<file path="src/rtl/fu_overlay_pkg.sv">
// Shared definitions for the FU overlay Xillybus return path.
package fu_overlay_pkg;

  localparam int XIL_W = 32;
  localparam int RES_W = 16;

  localparam logic [RES_W-1:0] PAD_HALF = 16'h0000;

  typedef enum logic {
    LOW      = 1'b0,
    HAVE_LOW = 1'b1
  } pack_state_t;

  function automatic logic [XIL_W-1:0] pack_word(input logic [RES_W-1:0] hi,
                                                 input logic [RES_W-1:0] lo);
    return {hi, lo};
  endfunction

endpackage

</file>
<file path="src/rtl/xil_sync_fifo.sv">
// Synchronous FIFO with registered read data, serving a non-FWFT rden/empty reader.
module xil_sync_fifo #(
  parameter int DEPTH = 16,
  parameter int W     = 32
) (
  input  logic         clk,
  input  logic         i_clr,
  input  logic         i_push,
  input  logic [W-1:0] i_wdata,
  input  logic         i_pop,
  output logic [W-1:0] o_rdata,
  output logic         o_full,
  output logic         o_empty
);

  localparam int AW = $clog2(DEPTH);
  localparam logic [AW:0] FULL_CNT = (AW+1)'(DEPTH);

  logic [W-1:0] r_mem [DEPTH];
  logic [AW:0]  r_wr_ptr;
  logic [AW:0]  r_rd_ptr;
  logic [W-1:0] r_rdata;
  logic [AW:0]  w_count;
  logic         w_push_ok;
  logic         w_pop_ok;

  // Extra pointer MSB distinguishes full from empty when the indices match.
  assign w_count   = r_wr_ptr - r_rd_ptr;
  assign o_full    = (w_count == FULL_CNT);
  assign o_empty   = (w_count == '0);
  assign w_push_ok = i_push && !o_full;
  assign w_pop_ok  = i_pop && !o_empty;
  assign o_rdata   = r_rdata;

  always_ff @(posedge clk) begin
    if (w_push_ok && !i_clr) begin
      r_mem[r_wr_ptr[AW-1:0]] <= i_wdata;
    end
  end

  always_ff @(posedge clk) begin
    if (i_clr) begin
      r_wr_ptr <= '0;
      r_rd_ptr <= '0;
      r_rdata  <= '0;
    end else begin
      if (w_push_ok) begin
        r_wr_ptr <= r_wr_ptr + 1'b1;
      end
      if (w_pop_ok) begin
        r_rdata  <= r_mem[r_rd_ptr[AW-1:0]];
        r_rd_ptr <= r_rd_ptr + 1'b1;
      end
    end
  end

endmodule

</file>
<file path="src/rtl/result_read_packer.sv">
// Packs pairs of 16-bit FU results into 32-bit words for the Xillybus read stream.
module result_read_packer
  import fu_overlay_pkg::*;
#(
  parameter int DEPTH = 16
) (
  input  logic               bus_clk,
  input  logic               rst,
  input  logic [RES_W-1:0]   res_data,
  input  logic               res_valid,
  input  logic               res_last,
  output logic               res_ready,
  input  logic               user_r_read_32_open,
  input  logic               user_r_read_32_rden,
  output logic [XIL_W-1:0]   user_r_read_32_data,
  output logic               user_r_read_32_empty,
  output logic [15:0]        words_pushed
);

  pack_state_t      r_state;
  pack_state_t      w_state_nxt;
  logic [RES_W-1:0] r_hold;
  logic [15:0]      r_words_pushed;
  logic             w_clear;
  logic             w_full;
  logic             w_accept;
  logic             w_push;
  logic             w_load_hold;
  logic [XIL_W-1:0] w_word;

  // Closing the device behaves exactly like reset.
  assign w_clear = rst || !user_r_read_32_open;

  // A first half may still enter the hold register while the FIFO is full.
  assign res_ready = user_r_read_32_open && !rst
                     && !((r_state == HAVE_LOW) && w_full)
                     && !((r_state == LOW) && res_last && w_full);

  assign w_accept     = res_valid && res_ready;
  assign words_pushed = r_words_pushed;

  always_ff @(posedge bus_clk) begin
    if (w_clear) begin
      r_state <= LOW;
    end else begin
      r_state <= w_state_nxt;
    end
  end

  always_comb begin
    w_state_nxt = r_state;
    w_push      = 1'b0;
    w_load_hold = 1'b0;
    w_word      = pack_word(res_data, r_hold);
    case (r_state)
      LOW: begin
        if (w_accept) begin
          if (res_last) begin
            w_push = 1'b1;
            w_word = pack_word(PAD_HALF, res_data);
          end else begin
            w_load_hold = 1'b1;
            w_state_nxt = HAVE_LOW;
          end
        end
      end
      HAVE_LOW: begin
        if (w_accept) begin
          w_push      = 1'b1;
          w_state_nxt = LOW;
        end
      end
      default: w_state_nxt = LOW;
    endcase
  end

  always_ff @(posedge bus_clk) begin
    if (w_clear) begin
      r_hold         <= '0;
      r_words_pushed <= '0;
    end else begin
      if (w_load_hold) begin
        r_hold <= res_data;
      end
      if (w_push) begin
        r_words_pushed <= r_words_pushed + 16'd1;
      end
    end
  end

  xil_sync_fifo #(
    .DEPTH(DEPTH),
    .W    (XIL_W)
  ) u_fifo (
    .clk    (bus_clk),
    .i_clr  (w_clear),
    .i_push (w_push),
    .i_wdata(w_word),
    .i_pop  (user_r_read_32_rden),
    .o_rdata(user_r_read_32_data),
    .o_full (w_full),
    .o_empty(user_r_read_32_empty)
  );

endmodule

</file>
<file path="config.mk">
export PLATFORM = sky130hd
export DESIGN_NAME = result_read_packer
export DESIGN_NICKNAME = d
export VERILOG_FILES = /design/src/rtl/fu_overlay_pkg.sv /design/src/rtl/xil_sync_fifo.sv /design/src/rtl/result_read_packer.sv
export SDC_FILE = /design/constraint.sdc
export NUM_CORES = 1
export LEC_CHECK = 0
export ABC_AREA = 0
export CORE_ASPECT_RATIO = 0.6
export CORE_MARGIN = 2
export CORE_UTILIZATION = 41
export CTS_BUF_LIST = sky130_fd_sc_hd__clkbuf_2
export DETAILED_ROUTE_END_ITERATION = 10
export PLACE_DENSITY = 0.53
export RECOVER_POWER = 100
export SYNTH_ARGS = -nofsm -noshare
export SYNTH_HDL_FRONTEND = slang
export SYNTH_SLANG_ARGS = --single-unit
</file>
<file path="constraint.sdc">
create_clock -name bus_clk -period 7.7 [get_ports bus_clk]
set_input_delay 0.77 -clock bus_clk [delete_from_list [all_inputs] [get_ports bus_clk]]
set_output_delay 0.77 -clock bus_clk [all_outputs]
set_load 0.02 [all_outputs]
</file>
==> impl_metrics.env, run 1 <==
export IMPL_synthSimpleGateAreaFrac_pct=4.04
export IMPL_die_h_um=187
export IMPL_hold_viol=0
export IMPL_clk_latency_ps=1140
export IMPL_wl_per_cell_um=25.6
export IMPL_yosysSeqAreaShare_pct=73.9
export IMPL_slowest_delay_ps=2050
export IMPL_ys_ff_latch=587
export IMPL_initial_utilization_pct=41.8
export IMPL_initialDrtViolationCount=1222
export IMPL_start_kind="flop"
export IMPL_synth_edf_count=512
export IMPL_vias=12100
export IMPL_drv_cap=23
export IMPL_totalWireLength_mm=57.2
export IMPL_root_buffer="clkbuf_2"
export IMPL_core_area_mm2=0.0546
export IMPL_ys_flop_type="edfxtp_1"
export IMPL_synth_top_family_by_area="multiplexers"
export IMPL_grt_overflow_total=0
export IMPL_worstPathMaxFanout=25
export IMPL_path_clk_slew_ps=100
export IMPL_cts_tree="done"
export IMPL_slew_violations=608
export IMPL_synth_fa_ha_area_share_pct=0.548
export IMPL_synth_compound_area_share_pct=5.83
export IMPL_antenna_left=0
export IMPL_h_tree_depth=4
export IMPL_syn_num_nets=1241
export IMPL_setup_slack_ps=1670
export IMPL_crit_type="flop to flop"
export IMPL_crit_chain="inv_1, ha_1, nor2b_1, o211ai_1, a21oi_1, nor4_4, nor2_1, clkbuf_1"
export IMPL_powerDensity_mw_per_mm2=229
export IMPL_drcViolationCount=0
export IMPL_slew_headroom_pct=-114
export IMPL_critical_path_slowest_cell="clkbuf_1"
export IMPL_synth_area_mm2=0.0228
export IMPL_arrival_ps=6650
export IMPL_dieArea_mm2=0.0576
export IMPL_fin_crit_sh_pct=78.3
export IMPL_tightest_slew_ps=3210
export IMPL_yosysWarnings=0
export IMPL_synth_cell_types=60
export IMPL_hpwl_mm=29.7
export IMPL_period_needed_ps=6030
export IMPL_die_w_um=309
export IMPL_crit_path_end_kind="flop"
export IMPL_place_ws_ps=3580
export IMPL_firstDrtPassIters=6
export IMPL_cts_setup_buffers=0
export IMPL_muxShareOfSynthArea_pct=13.7
export IMPL_first_global_vias=12400
export IMPL_drive_above_1_share_pct=25.8
export IMPL_tns_ps=0
export IMPL_grt_setup_unrepaired="no"
export IMPL_hold_path_class="input port to flop"
export IMPL_io_buffers=71
export IMPL_ctsHoldBuffers=0
export IMPL_avgSynthCellArea_um2=18.9
export IMPL_track_usage_pct=20.2
export IMPL_rows=66
export IMPL_setup_viol=0
export IMPL_syn_to_final_growth_pct=12.7
export IMPL_via_per_inst=5.43
export IMPL_synth_xor_area_share_pct=0.389
export IMPL_cts_sinks=587
export IMPL_syn_inst=1209
export IMPL_peakVddDrop_uv=129
export IMPL_place_gp_congestion=0.759
export IMPL_place_area_mm2=0.0245
export IMPL_cts_repair_resized=0
export IMPL_grt_pass1_wl_mm=83.2
export IMPL_design_area_mm2=0.0257
export IMPL_violations="capacitance limit, slew limit"
export IMPL_outcome="finished, violations left"
export IMPL_antenna_found_initial=6
export IMPL_async_reset_ff_share_pct=0
export IMPL_fin_nets=1407
export IMPL_cts_inserted_buffers=137
export IMPL_worstPathRequired_ps=8320
export IMPL_fin_skew_ps=86.6
export IMPL_fmax_mhz=166
export IMPL_power_leakage_nw=8.36
export IMPL_grt_max_degree=100
export IMPL_ioPinCount=72
export IMPL_cts_buffer_depth=3
==> per-layer routing <==
layer	share of wire, %	global-route usage (%)	wire, um
met1	45	29.3	26000
met2	46	30.1	26100
met3	7.1	5.19	4050
met4	1.7	5.82	992
met5	0	0	0
==> cell usage in the layout, fill, tap and decap left out, types with 6 or more instances in the layout <==
cell type | netlist | final
and2_2 | 0 | 6
a21o_1 | 33 | 33
nand3_1 | 8 | 8
or3_1 | 9 | 9
clkbuf_1 | 43 | 18
inv_1 | 13 | 13
buf_4 | 1 | 8
a22oi_1 | 64 | 64
nand4_1 | 6 | 6
bufinv_16 | 0 | 8
mux2_1 | 4 | 16
and2_0 | 0 | 25
a21oi_1 | 70 | 71
mux4_2 | 128 | 128
ha_1 | 10 | 10
dfxtp_1 | 75 | 74
clkdlybuf4s50_1 | 0 | 21
clkbuf_2 | 0 | 209
clkinv_1 | 0 | 25
o21ai_0 | 10 | 10
dlygate4sd3_1 | 0 | 50
nand2_1 | 77 | 77
edfxtp_1 | 512 | 512
nor2_1 | 12 | 8
==> cells in the mapped netlist, types with 6 or more instances <==
cell,count,area (um2)
clkbuf_1,43,161
edfxtp_1,512,15400
mux2_4,10,150
mux4_2,128,2880
a21o_1,33,248
nor2_1,12,45.0
nand4_1,6,37.5
a22oi_1,64,480
nand2_1,77,289
buf_2,17,85.1
nand3_1,8,40.0
dfxtp_1,75,1500
buf_1,8,30.0
and2_1,32,200
inv_1,13,48.8
or3_1,9,56.3
o21ai_0,10,50.1
ha_1,10,125
a21oi_1,70,350
==> sequential cells by signal, summed over array words and instances, names as in the netlist <==
signal and cells:
u_fifo.r_mem 512, u_fifo.o_rdata 32, r_hold 16, words_pushed 16
u_fifo.r_rd_ptr 5, u_fifo.r_wr_ptr 5, r_state 1
==> power by group <==
group | total [mW] | internal (mW) | leakage, nW | switching (mW)
sequential | 3.46 | 3.45 | 5.42 | 0.00869
clock | 2.22 | 0.989 | 1.04 | 1.23
combinational | 0.209 | 0.0757 | 1.90 | 0.133
total | 5.89 | 4.51 | 8.36 | 1.37
==> kinds of logic (layout without fill, tap and decap cells) <==
| logic type | after synthesis | in the layout |
|---|---|---|
| simple gates | 176 | 176 |
| mux | 147 | 147 |
| compound gates | 197 | 197 |
| flops | 587 | 587 |
| buf+inv | 84 | 360 |
| fa+ha+maj | 10 | 10 |
| xor+xnor | 8 | 8 |
| other cells | 0 | 4 |
==> critical path: cells and delay by family (launching register included) <==
family / cells / cell delay [ps]
and+or+nand+nor: 3 / 1430
AOI/OAI and AO/OA: 2 / 590
adders and majority gates: 1 / 350
buffers and inverters: 2 / 2240
DFF: 1 / 890
==> worst paths after layout <==
kind / endpoint / from / cells after the start / slack, ps
max: u_fifo.r_mem[15][31] / u_fifo.r_rd_ptr[1] / 8 / 1670
min: r_hold[7] / res_data[7] / 3 / 370
max reg2reg: u_fifo.r_mem[15][31] / u_fifo.r_rd_ptr[1] / 8 / 1670
min reg2reg: u_fifo.o_rdata[12] / u_fifo.o_rdata[12] / 2 / 450
==> through the flow <==
step	power [mW]	std cells	hold slack, ps	util [%]
final	5.89	2237	366	47.1
after global routing	6.15	2234	244	47.1
after CTS	5.98	2233	225	47.4
after detailed placement	3.75	1984	447	44.8
after global placement	3.75	1984	440	44.8
after floorplan	3.67	1209	433	-
==> final cells by class <==
class	instances	area [um2]
Fill cell	4654	28900
Sequential cell	587	16900
Multi-Input combinational cell	538	5570
Clock buffer	209	1050
Tap cell	748	936
Timing Repair Buffer	98	858
Clock inverter	40	377
Inverter	13	48.8
Antenna cell	4	10.0
(Power assumes the default switching activity.)
==> inputs of run 2 (changes only) <==
Settings changed: PLACE_DENSITY 0.53 to 0.55.
Clock period 7.7 ns to 5.2 ns, I/O delays scaled along.
==> run 2 against run 1 <==
- the flow still finishes with violations (capacitance limit, slew limit)
- routed wire length down 4.3%
- count of clock-buffer cells in the layout up 8
- combinational power up 49%
- first-iteration DRC count down 5.0%
- worst hold slack worse by 210 ps
- flip-flop and latch count unchanged
- via count down 0.80%
- power up 49%
- worst setup slack worse by 1200 ps
- clock skew up 10 ps
- final cell count unchanged
- largest power group unchanged
==> impl_metrics.env, run 2 (synthesis gave the netlist of run 1 again) <==
export IMPL_cts_setup_buffers=0
export IMPL_syn_to_final_growth_pct=12.7
export IMPL_setup_viol=0
export IMPL_r2r_setup_slack_ps=420
export IMPL_worstPathMaxFanout=32
export IMPL_multi_input_area_mm2=0.00557
export IMPL_hold_path_class="input port to flop"
export IMPL_grt_pass1_wl_mm=81.2
export IMPL_drcViolationCount=0
export IMPL_hpwl_mm=29.5
export IMPL_ff_latch_area_mm2=0.0169
export IMPL_vias=12100
export IMPL_crit_path_end_kind="flop"
export IMPL_ff2ff_path_depth=9
export IMPL_startpoint="u_fifo.r_rd_ptr[1]"
export IMPL_drv_cap=11
export IMPL_first_global_vias=12500
export IMPL_firstDrtPassIters=5
export IMPL_cts_tree="done"
export IMPL_die_h_um=187
export IMPL_largest_reg_flops=512
export IMPL_cts_sinks=587
export IMPL_h_tree_depth=4
export IMPL_track_usage_pct=19.4
export IMPL_cts_inserted_buffers=137
export IMPL_worstPathRequired_ps=5870
export IMPL_violations="capacitance limit, slew limit"
export IMPL_antenna_found_initial=3
export IMPL_tightest_slew_ps=2230
export IMPL_final_cell_mix="edfxtp_1, clkbuf_2, mux4_2"
export IMPL_power_leakage_nw=8.43
export IMPL_arrival_ps=5450
export IMPL_rows=66
export IMPL_fin_crit_sh_pct=91.8
export IMPL_place_gp_congestion=0.741
export IMPL_tns_ps=0
export IMPL_die_w_um=309
export IMPL_fin_nets=1404
export IMPL_r2r_end="u_fifo.r_mem[12][18]"
export IMPL_powerDensity_mw_per_mm2=340
export IMPL_drive_above_1_share_pct=27.1
export IMPL_fillCellCount=4724
export IMPL_cp_endpoint="u_fifo.r_mem[12][18]"
export IMPL_antenna_left=0
export IMPL_wl_per_cell_um=24.5
export IMPL_slew_violations=337
export IMPL_final_common_cell="edfxtp_1"
export IMPL_peakVddDrop_uv=174
export IMPL_rr_startpoint="u_fifo.r_rd_ptr[1]"
export IMPL_initialDrtViolationCount=1161
export IMPL_whs_ps=158
export IMPL_initial_utilization_pct=41.8
export IMPL_start_kind="flop"
export IMPL_via_per_inst=5.39
export IMPL_hold_viol=0
export IMPL_grt_max_degree=73
export IMPL_fmax_mhz=209
export IMPL_path_clk_slew_ps=100
export IMPL_cts_repair_resized=0
export IMPL_ioPinCount=72
export IMPL_root_buffer="clkbuf_2"
export IMPL_ctsHoldBuffers=0
export IMPL_io_buffers=71
export IMPL_totalWireLength_mm=54.7
export IMPL_grt_overflow_total=0
export IMPL_period_needed_ps=4780
export IMPL_outcome="finished, violations left"
export IMPL_clk_latency_ps=1120
export IMPL_core_area_mm2=0.0546
export IMPL_grt_setup_unrepaired="no"
export IMPL_cts_buffer_depth=3
export IMPL_crit_type="flop to flop"
export IMPL_dieArea_mm2=0.0576
export IMPL_slew_headroom_pct=-48.6
export IMPL_fin_skew_ps=96.7
-- run 2: metrics by stage --
| stage | area [um2] | total power [mW] | instances | util (%) | setup slack (ps) |
|---|---|---|---|---|---|
| 6_report | 25700 | 8.75 | 2237 | 47.1 | 424 |
| 5_1_grt | 25700 | 9.14 | 2237 | 47.1 | 225 |
| 4_1_cts | 25800 | 8.88 | 2236 | 47.4 | 534 |
| 3_5_place_dp | 24400 | 5.55 | 1981 | 44.7 | 1400 |
| 3_3_place_gp | 24400 | 5.55 | 1981 | 44.7 | 1470 |
| 2_1_floorplan | 22800 | 5.43 | 1209 | - | 984 |
-- run 2: cell type report --
cell class	count	area share, %
Antenna cell	1	0.00973
Inverter	13	0.190
Timing Repair Buffer	95	3.33
Clock buffer	217	4.22
Clock inverter	38	1.33
Multi-Input combinational cell	538	21.6
Tap cell	748	3.64
Sequential cell	587	65.6
-- run 2: worst min-delay path by stage --
stage / from / endpoint / slack, ps / depth (start not counted)
CTS: res_data[14] / r_hold[14] / 20 / 3
global placement: r_hold[14] / r_hold[14] / 440 / 2
global route: res_data[14] / r_hold[14] / 50 / 3
floorplan: r_hold[0] / r_hold[0] / 430 / 2
detailed placement: u_fifo.o_rdata[9] / u_fifo.o_rdata[9] / 450 / 2
finish: res_data[14] / r_hold[14] / 160 / 3
-- run 2: report_power, final --
part	leakage (nW)	internal, mW	switching (mW)
combinational	1.95	0.113	0.198
sequential	5.42	5.11	0.0114
clock	1.06	1.45	1.87
total	8.43	6.67	2.08
-- run 2: metal layers --
layer | share of wire [%] | global-route usage (%) | vias to the layer above
li1 | - | - | 5320
met1 | 47 | 29.2 | 6247
met2 | 43 | 27.0 | 412
met3 | 8.1 | 5.67 | 73
met4 | 1.5 | 5.97 | 0
met5 | 0 | 0 | -
-- run 2: critical path: stages, from the launching register on --
cell	delay (ps)
dfxtp_4	690
inv_1	100
ha_1	320
nor2b_1	160
o22ai_1	430
xor2_1	150
nand4_1	300
and4_1	270
and2_0	1010
clkbuf_2	870
